## config.mk

```make
export PLATFORM = sky130hd
export DESIGN_NAME = dac_slew
export DESIGN_NICKNAME = d
export VERILOG_FILES = /design/src/rtl/dac_slew_pkg.sv /design/src/rtl/dac_slew_chan.sv /design/src/rtl/dac_slew.sv
export SDC_FILE = /design/constraint.sdc
export NUM_CORES = 1
export LEC_CHECK = 0
export CAP_MARGIN = 10
export CORE_ASPECT_RATIO = 0.75
export CORE_UTILIZATION = 52
export DETAILED_ROUTE_END_ITERATION = 10
export PLACE_DENSITY = 0.75
export SYNTH_ARGS = -nofsm -noshare
export SYNTH_HDL_FRONTEND = slang
export SYNTH_SLANG_ARGS = --single-unit
```

## constraint.sdc

```tcl
create_clock -name clk -period 4.6 [get_ports clk]
set_clock_uncertainty 0.05 [all_clocks]
set_input_delay 0.92 -clock clk [delete_from_list [all_inputs] [get_ports clk]]
set_output_delay 0.92 -clock clk [all_outputs]
set_load 0.02 [all_outputs]
```

## src/rtl/dac_slew_pkg.sv

```systemverilog
// pdh_dac_pkg: shared DAC word layout and code-format helpers
package pdh_dac_pkg;
  localparam int DAC_W = 14;
  localparam logic [DAC_W-1:0] DAC_MID = 14'h2000;
  function automatic logic [DAC_W-1:0] to_offset_bin(input logic [DAC_W-1:0] code);
    return {~code[DAC_W-1], code[DAC_W-2:0]};
  endfunction
  function automatic logic [2*DAC_W-1:0] pack_dac(input logic [DAC_W-1:0] b, input logic [DAC_W-1:0] a);
    return {b, a};
  endfunction
endpackage

```

## src/rtl/dac_slew_chan.sv

```systemverilog
// dac_slew_chan: per-channel target/current registers, bounded stepping and offset-binary output
module dac_slew_chan
  import pdh_dac_pkg::*;
#(
  parameter int DW = DAC_W
) (
  input  logic          clk,
  input  logic          rst,
  input  logic          load,
  input  logic [DW-1:0] tgt_in,
  input  logic          tick,
  input  logic [DW-1:0] step,
  output logic [DW-1:0] dac_o,
  output logic          changed_o,
  output logic          at_target_o
);
  logic signed [DW-1:0] r_tgt, r_cur;
  logic signed [DW:0]   w_d;
  logic [DW:0]          w_mag;
  logic [DW-1:0]        w_next, w_fmt;
  // signed distance to target, its magnitude, and the next current value
  always_comb begin
    w_d    = {r_tgt[DW-1], r_tgt} - {r_cur[DW-1], r_cur};
    w_mag  = w_d[DW] ? -w_d : w_d;
    w_next = (step == '0 || w_mag <= {1'b0, step}) ? r_tgt : (w_d[DW] ? r_cur - step : r_cur + step);
    w_fmt  = to_offset_bin(r_cur);
  end
  // target capture and current update; zero step bypasses the tick
  always_ff @(posedge clk) begin
    if (rst) begin
      r_tgt <= '0;
      r_cur <= '0;
    end else begin
      r_tgt <= load ? tgt_in : r_tgt;
      r_cur <= (step == '0 || tick) ? w_next : r_cur;
    end
  end
  // registered output code with a change flag aligned to it
  always_ff @(posedge clk) begin
    if (rst) begin
      dac_o     <= DAC_MID;
      changed_o <= 1'b0;
    end else begin
      dac_o     <= w_fmt;
      changed_o <= w_fmt != dac_o;
    end
  end
  assign at_target_o = r_cur == r_tgt;
endmodule

```

## src/rtl/dac_slew.sv

```systemverilog
// dac_slew: two-channel slew-rate limiter and offset-binary formatter feeding the DAC pins
module dac_slew
  import pdh_dac_pkg::*;
#(
  parameter int DW    = DAC_W,
  parameter int DIV_W = 16
) (
  input  logic            clk,
  input  logic            rst,
  input  logic [2*DW-1:0] dac_dat_i,
  input  logic            dac_wrt_i,
  input  logic [DW-1:0]   step_i,
  input  logic [DIV_W-1:0] div_i,
  output logic [DW-1:0]   dac_a_o,
  output logic [DW-1:0]   dac_b_o,
  output logic            dac_valid_o,
  output logic            busy_o,
  output logic [1:0]      at_target_o
);
  logic [DIV_W-1:0] r_cnt;
  logic             w_tick, w_chg_a, w_chg_b, w_at_a, w_at_b;
  assign w_tick = r_cnt >= div_i;
  // free-running tick divider; >= lets a shrinking div_i apply at once
  always_ff @(posedge clk) begin
    if (rst) r_cnt <= '0;
    else     r_cnt <= w_tick ? '0 : r_cnt + 1'b1;
  end
  dac_slew_chan #(.DW(DW)) u_a (
    .clk(clk), .rst(rst), .load(dac_wrt_i), .tgt_in(dac_dat_i[DW-1:0]), .tick(w_tick),
    .step(step_i), .dac_o(dac_a_o), .changed_o(w_chg_a), .at_target_o(w_at_a)
  );
  dac_slew_chan #(.DW(DW)) u_b (
    .clk(clk), .rst(rst), .load(dac_wrt_i), .tgt_in(dac_dat_i[2*DW-1:DW]), .tick(w_tick),
    .step(step_i), .dac_o(dac_b_o), .changed_o(w_chg_b), .at_target_o(w_at_b)
  );
  assign dac_valid_o = w_chg_a | w_chg_b;
  assign at_target_o = {w_at_b, w_at_a};
  assign busy_o      = ~&at_target_o;
endmodule

```

After elaboration in Yosys (flattened, before gate mapping)
Cells that the tools add are included.
{"block": "classes", "add_sub_neg": 9, "n_lt_le_gt_ge": 3, "eq_ne": 4, "n_mux": 6, "n_bitwise": 3, "reduce_logical": 7}
{"operator": "2-to-1 mux 14 bit", "n": 4}
{"operator": "less-or-equal comparator 15 x 14 -> 1 bit", "n": 2}
{"operator": "2-to-1 mux 15 bit", "n": 2}
{"operator": "negation 15 bit", "n": 2}
{"operator": "subtractor 14 x 14 -> 15 bit", "n": 2}
{"operator": "adder 14 bit", "n": 2}
{"operator": "equality test 14 bit", "n": 2}
{"operator": "!= test 14 bit", "n": 2}
{"operator": "subtractor 14 bit", "n": 2}
{"operator": "adder 16 x 1 -> 16 bit (second input constant)", "n": 1}
{"operator": ">= comparator 16 bit", "n": 1}
{"operator": "logical NOT 14 bit", "n": 1}
{"operator": "logical OR 1 bit", "n": 3}
{"operator": "NOT 1 bit", "n": 2}
{"operator": "AND reduction 2 bit", "n": 1}
{"operator": "OR reduction 2 bit", "n": 1}
{"operator": "logical NOT 1 bit", "n": 1}
{"operator": "OR 1 bit", "n": 1}
{"block": "word_totals", "regBits": 102, "inputBits": 61}

Logic depth before layout (Yosys ltp)
{"block": "logic_depth", "ltp_word": 6, "mapped_depth": 24}

By module
Synthesis repeated with hierarchy kept, for this count alone.
{"block": "hier_totals", "hier_cells": 1096, "area_unflattened_um2": 8989.9}
{"mod": "dac_slew_chan at u_a", "instances": 1, "cells_each": 483, "area_each_um2": 3953.8, "seq_area_each_um2": 860.8}
{"mod": "dac_slew_chan at u_b", "instances": 1, "cells_each": 482, "area_each_um2": 3858.7, "seq_area_each_um2": 860.8}
{"mod": "dac_slew", "instances": 1, "cells_each": 131, "area_each_um2": 1177.4, "seq_area_each_um2": 320.3}

Least setup slack after synthesis
Ideal clock, no wire load.
{"block": "synth_path", "kind": "reg-to-reg", "start": "register u_b.r_cur[1]", "end": "register u_b.r_cur[11]", "setup_ps": 86, "t_arrival_ps": 4714, "t_required_ps": 4464, "setup_slack_ps": -250, "path_stages_with_launch": 19, "n_path_buf": 1, "synth_period_minus_slack_ps": 4850, "path_cell_list": "dfxtp_1 > inv_1 > fa_1 > a211oi_1 > o21ai_1 > a311oi_1 > or2_2 > clkbuf_1 > mux2i_1 > ha_1 > nor2b_1 > o31ai_1 > nand2_1 > o311a_1 > a2111oi_0 > o21ai_0 > xnor2_1 > mux2i_1 > a211oi_1"}
{"block": "synth_between", "elab_chain_len": 6}
{"item": "from (decl)", "line": "dac_slew_chan.sv:17", "source": "logic signed [DW-1:0] r_tgt, r_cur;"}
{"item": "from (signal assigned)", "line": "dac_slew_chan.sv:35", "source": "r_cur <= (step == '0 || tick) ? w_next : r_cur;"}
{"item": "subtractor 14 x 14 -> 15 bit", "line": "dac_slew_chan.sv:23", "source": "w_d = {r_tgt[DW-1], r_tgt} - {r_cur[DW-1], r_cur};"}
{"item": "negation 15 bit", "line": "dac_slew_chan.sv:24", "source": "w_mag = w_d[DW] ? -w_d : w_d;"}
{"item": "2-to-1 mux 15 bit", "line": "dac_slew_chan.sv:24"}
{"item": "less-or-equal comparator 15 x 14 -> 1 bit", "line": "dac_slew_chan.sv:25", "source": "w_next = (step == '0 || w_mag <= {1'b0, step}) ? r_tgt : (w_d[DW] ? r_cur - step : r_cur + step);"}
{"item": "logical OR 1 bit", "line": "dac_slew_chan.sv:25"}
{"item": "2-to-1 mux 14 bit *", "line": "dac_slew_chan.sv:25"}
Mark *: on every way between the ends. The rest lies on a longest branch, timed or not.
A chain may end at the register's enable or synchronous reset.

Final worst setup path
{"block": "layout_path", "start": "register u_b.r_tgt[0]", "end": "register u_b.r_cur[2]"}
{"block": "layout_between", "elab_chain_len": 6}
{"item": "from (decl)", "line": "dac_slew_chan.sv:17"}
{"item": "from (signal assigned)", "line": "dac_slew_chan.sv:34", "source": "r_tgt <= load ? tgt_in : r_tgt;"}
{"item": "subtractor 14 x 14 -> 15 bit *", "line": "dac_slew_chan.sv:23"}
{"item": "negation 15 bit", "line": "dac_slew_chan.sv:24"}
{"item": "2-to-1 mux 15 bit", "line": "dac_slew_chan.sv:24"}
{"item": "less-or-equal comparator 15 x 14 -> 1 bit", "line": "dac_slew_chan.sv:25"}
{"item": "logical OR 1 bit", "line": "dac_slew_chan.sv:25"}
{"item": "2-to-1 mux 14 bit *", "line": "dac_slew_chan.sv:25"}
Marked as above.

==> results.toml <==
[placed_design]
post-dp-hpwl_mm = 22.01
placed_area_sq_um = 11260
place_inst = 1546
place_congestion = 0.9545
post-place-ws_ps = -362.2
io_buffers = 92

[detailed_routing]
wl_mm = 28.68
drc_errors = 0
wl_per_cell_um = 18.20
dr.pass1.iters = 6
dr.first_iter.drc_count = 799
vias = 9084
post_drt_via_cell_ratio = 5.764
antenna_left = 0

[sta]
final-hold-violation-count = 0
max-slew-margin-rel_pct = 22.42
setup_ws_ps = -14.20
tns_ps = -27.93
hold_ws_ps = 412.2
setup_viol = 3
rsz0062_at_grt = "yes"
slew_violations = 0
post-route-min-period_ps = 4614
worstMarginPinSlew_ps = 1164
finalCritPeriodShare_pct = 100.3
clock.fmax_mhz = 216.7

[yosys]
seq_area_frac_synth_pct = 23.01
syn-num-nets = 1261
synth_area_leaders = "dfxtp_1 (23%), ha_1 (14%), xnor2_1 (8.0%)"
yosys_register_bits = 102
yosysTopAreaCellShare_pct = 23.01
synth_area_leader_cell = "dfxtp_1"
synth-main-ff-cell = "dfxtp_1"
syn_area_per_cell_sq_um = 8.111
synth-edff-count = 0
async_flop_share_pct = 0
synth_common_cells = "nor2_1 (157), dfxtp_1 (102), ha_1 (102)"
syn-instance-count = 1094
synth_most_common_cell = "nor2_1"
yosys_warnings = 0
synth_area_sq_um = 8874
yosysUniqueCellTypes = 81

[global_route]
antenna_found_initial = 0
grt_pass1_vias = 8581
grt_max_degree = 60
gr-total-overflow = 0
grt_util_all_layers_pct = 32.24
grt_pass1_wl_mm = 44.23

[final_layout]
final.fill_count = 1186
post-route-util_pct = 73.27
finalNonFillerCells = 1576
diodes = 0
area_delta_synth_final_pct = 35.14
drive_gt1_share_pct = 21.23
finalInstanceArea_sq_um = 11990
final_nets = 1529

[power_and_ir_drop]
p_total_mw = 3.596
clkPwrFrac_pct = 22.0
power.internal_mw = 2.273
p_per_area_nw_per_um2 = 299.9
seqPwrFrac_pct = 25.6
pwr-share-comb_pct = 52.4
switching_share_pct = 36.78
p_leak_nw = 5.510
ir_worst_vdd_v = 0.0001965
p_sw_mw = 1.323

[floorplan]
num_rows = 40
start_util_pct = 54.22
die_area_sq_um = 17600
io_pins = 93
die_w_um = 152.8
die_y_um = 115.1
fp.coreArea_sq_um = 16370

[clocking]
numCtsBuffers = 9
htreeDepth = 3
path_clk_slew_ps = 70
cts_num_sinks = 102
clockRootBuffer = "clkbuf_16"
cts_max_path_buffers = 2
cts_tree = "yes"
hold_buffers = 0
clk_latency_ps = 360

[worst_setup_path]
critPathSlowestCell = "or4b_4"
slowest_delay_ps = 560
crit_type = "flip-flop to flip-flop"
cp.required_ps = 4790
cp_max_fo = 3
crit_top_cell = "buf_4"
cp.arrival_ps = 4810
cp-start-kind = "flip-flop"
crit_chain = "inv_2 -> ha_4 -> inv_2 -> fa_2 -> a211oi_2 -> buf_4 -> o21ai_2 -> a31oi_1 -> xor2_1 -> buf_4 -> nand2b_4 -> or4b_4 -> nand2_2 -> xor2_1 -> ha_1 -> a21o_1 -> a21oi_2 -> nand3_1 -> o211ai_1 -> buf_4 -> o41a_1 -> nor4_2 -> a221o_1"
critPathCaptureType = "flip-flop"

[hold_path]
hold_class = "flip-flop to flip-flop"

[outcome]
status = "finished, violations left"
violations = "setup timing"

[run]
cap_violations = 0
==> logic make-up after synthesis <==
group	count (synthesis)	synth area share (%)
xor gates and xnor gates	130	12.92
muxes	51	5.767
adders and majority gates	106	15.28
and+or+nand+nor	374	20.19
buffers and inverters	120	6.077
AOI/OAI and AO/OA	211	16.75
DFF	102	23.01
==> path summary, 6_finish.rpt <==
check,start,endpoint,slack [ps],depth (start not counted)
setup / recovery,u_b.r_tgt[0]$_SDFFE_PP0P_,u_b.r_cur[2]$_SDFFE_PP0P_,-10,23
hold / removal,u_b.r_cur[3]$_SDFFE_PP0P_,u_b.dac_o[3]$_SDFF_PP0_,410,2
hold reg to reg,u_b.r_cur[3]$_SDFFE_PP0P_,u_b.dac_o[3]$_SDFF_PP0_,410,2
setup reg to reg,u_b.r_tgt[0]$_SDFFE_PP0P_,u_b.r_cur[2]$_SDFFE_PP0P_,-10,23
==> final cells by class <==
class                           count  area [sq um]  area share [%]
Clock buffer                       12         246.5           2.056
Tap cell                          210         262.8           2.191
Clock inverter                      3         43.79          0.3652
Inverter                           81         304.0           2.535
Timing Repair Buffer              295          2477           20.66
Multi-Input combinational cell    873          6610           55.12
Sequential cell                   102          2047           17.07
==> state kept, by name (all words and copies together) (netlist names) <==
name and flops:
r_cnt 16, u_a.changed_o 1, u_a.dac_o 14, u_a.r_cur 14, u_a.r_tgt 14, u_b.changed_o 1
u_b.dac_o 14, u_b.r_cur 14, u_b.r_tgt 14
==> timing repair <==
item,CTS,global route
endpoints found under the hold margin,0,0
gates cloned,1,0
pin swaps,24,38
setup endpoints to repair,28,28
resized for setup,23,50
buffers inserted,7,8
==> power groups by stage <==
stage,sequential [mW],clock (mW),combinational [mW]
after global routing,0.922,0.828,2.03
after floorplan,0.931,0,1.08
final,0.921,0.790,1.88
after global placement,0.939,0,1.60
after detailed placement,0.940,0,1.64
after CTS,0.920,0.793,1.72
==> critical path, delay by kind of cell, from the launching register on <==
family                   cells  cell delay, ps
XOR/XNOR                     2             300
flip-flops                   1             330
adder cells (fa/ha/maj)      3             770
buffers and inverters        5             610
AND/OR/NAND/NOR              5             840
AO/OA/AOI/OAI                8            1600
==> routing by layer <==
layer	wire, um	GRT usage (%)	share of wire, %
met1	12900	44.64	45
met2	12060	49.63	42
met3	3244	9.461	11
met4	477	6.667	1.7
met5	0	0	0
==> layout by cell type, fill, tap and decap left out, types with 11 or more instances in the layout <==
cell             instances
a211oi_1                22
a21o_1                  17
a21oi_1                 38
a31oi_1                 18
buf_4                  194
clkdlybuf4s50_1         90
dfxtp_1                 98
ha_1                   100
inv_1                   76
mux2i_1                 48
nand2_1                 59
nand3_1                 31
nand4_1                 13
nor2_1                 154
nor2b_1                 12
nor3_1                  19
nor4_1                  11
o21a_1                  16
o21ai_0                 22
or3_1                   11
xnor2_1                 80
xor2_1                  46
(Power assumes the default switching activity.)
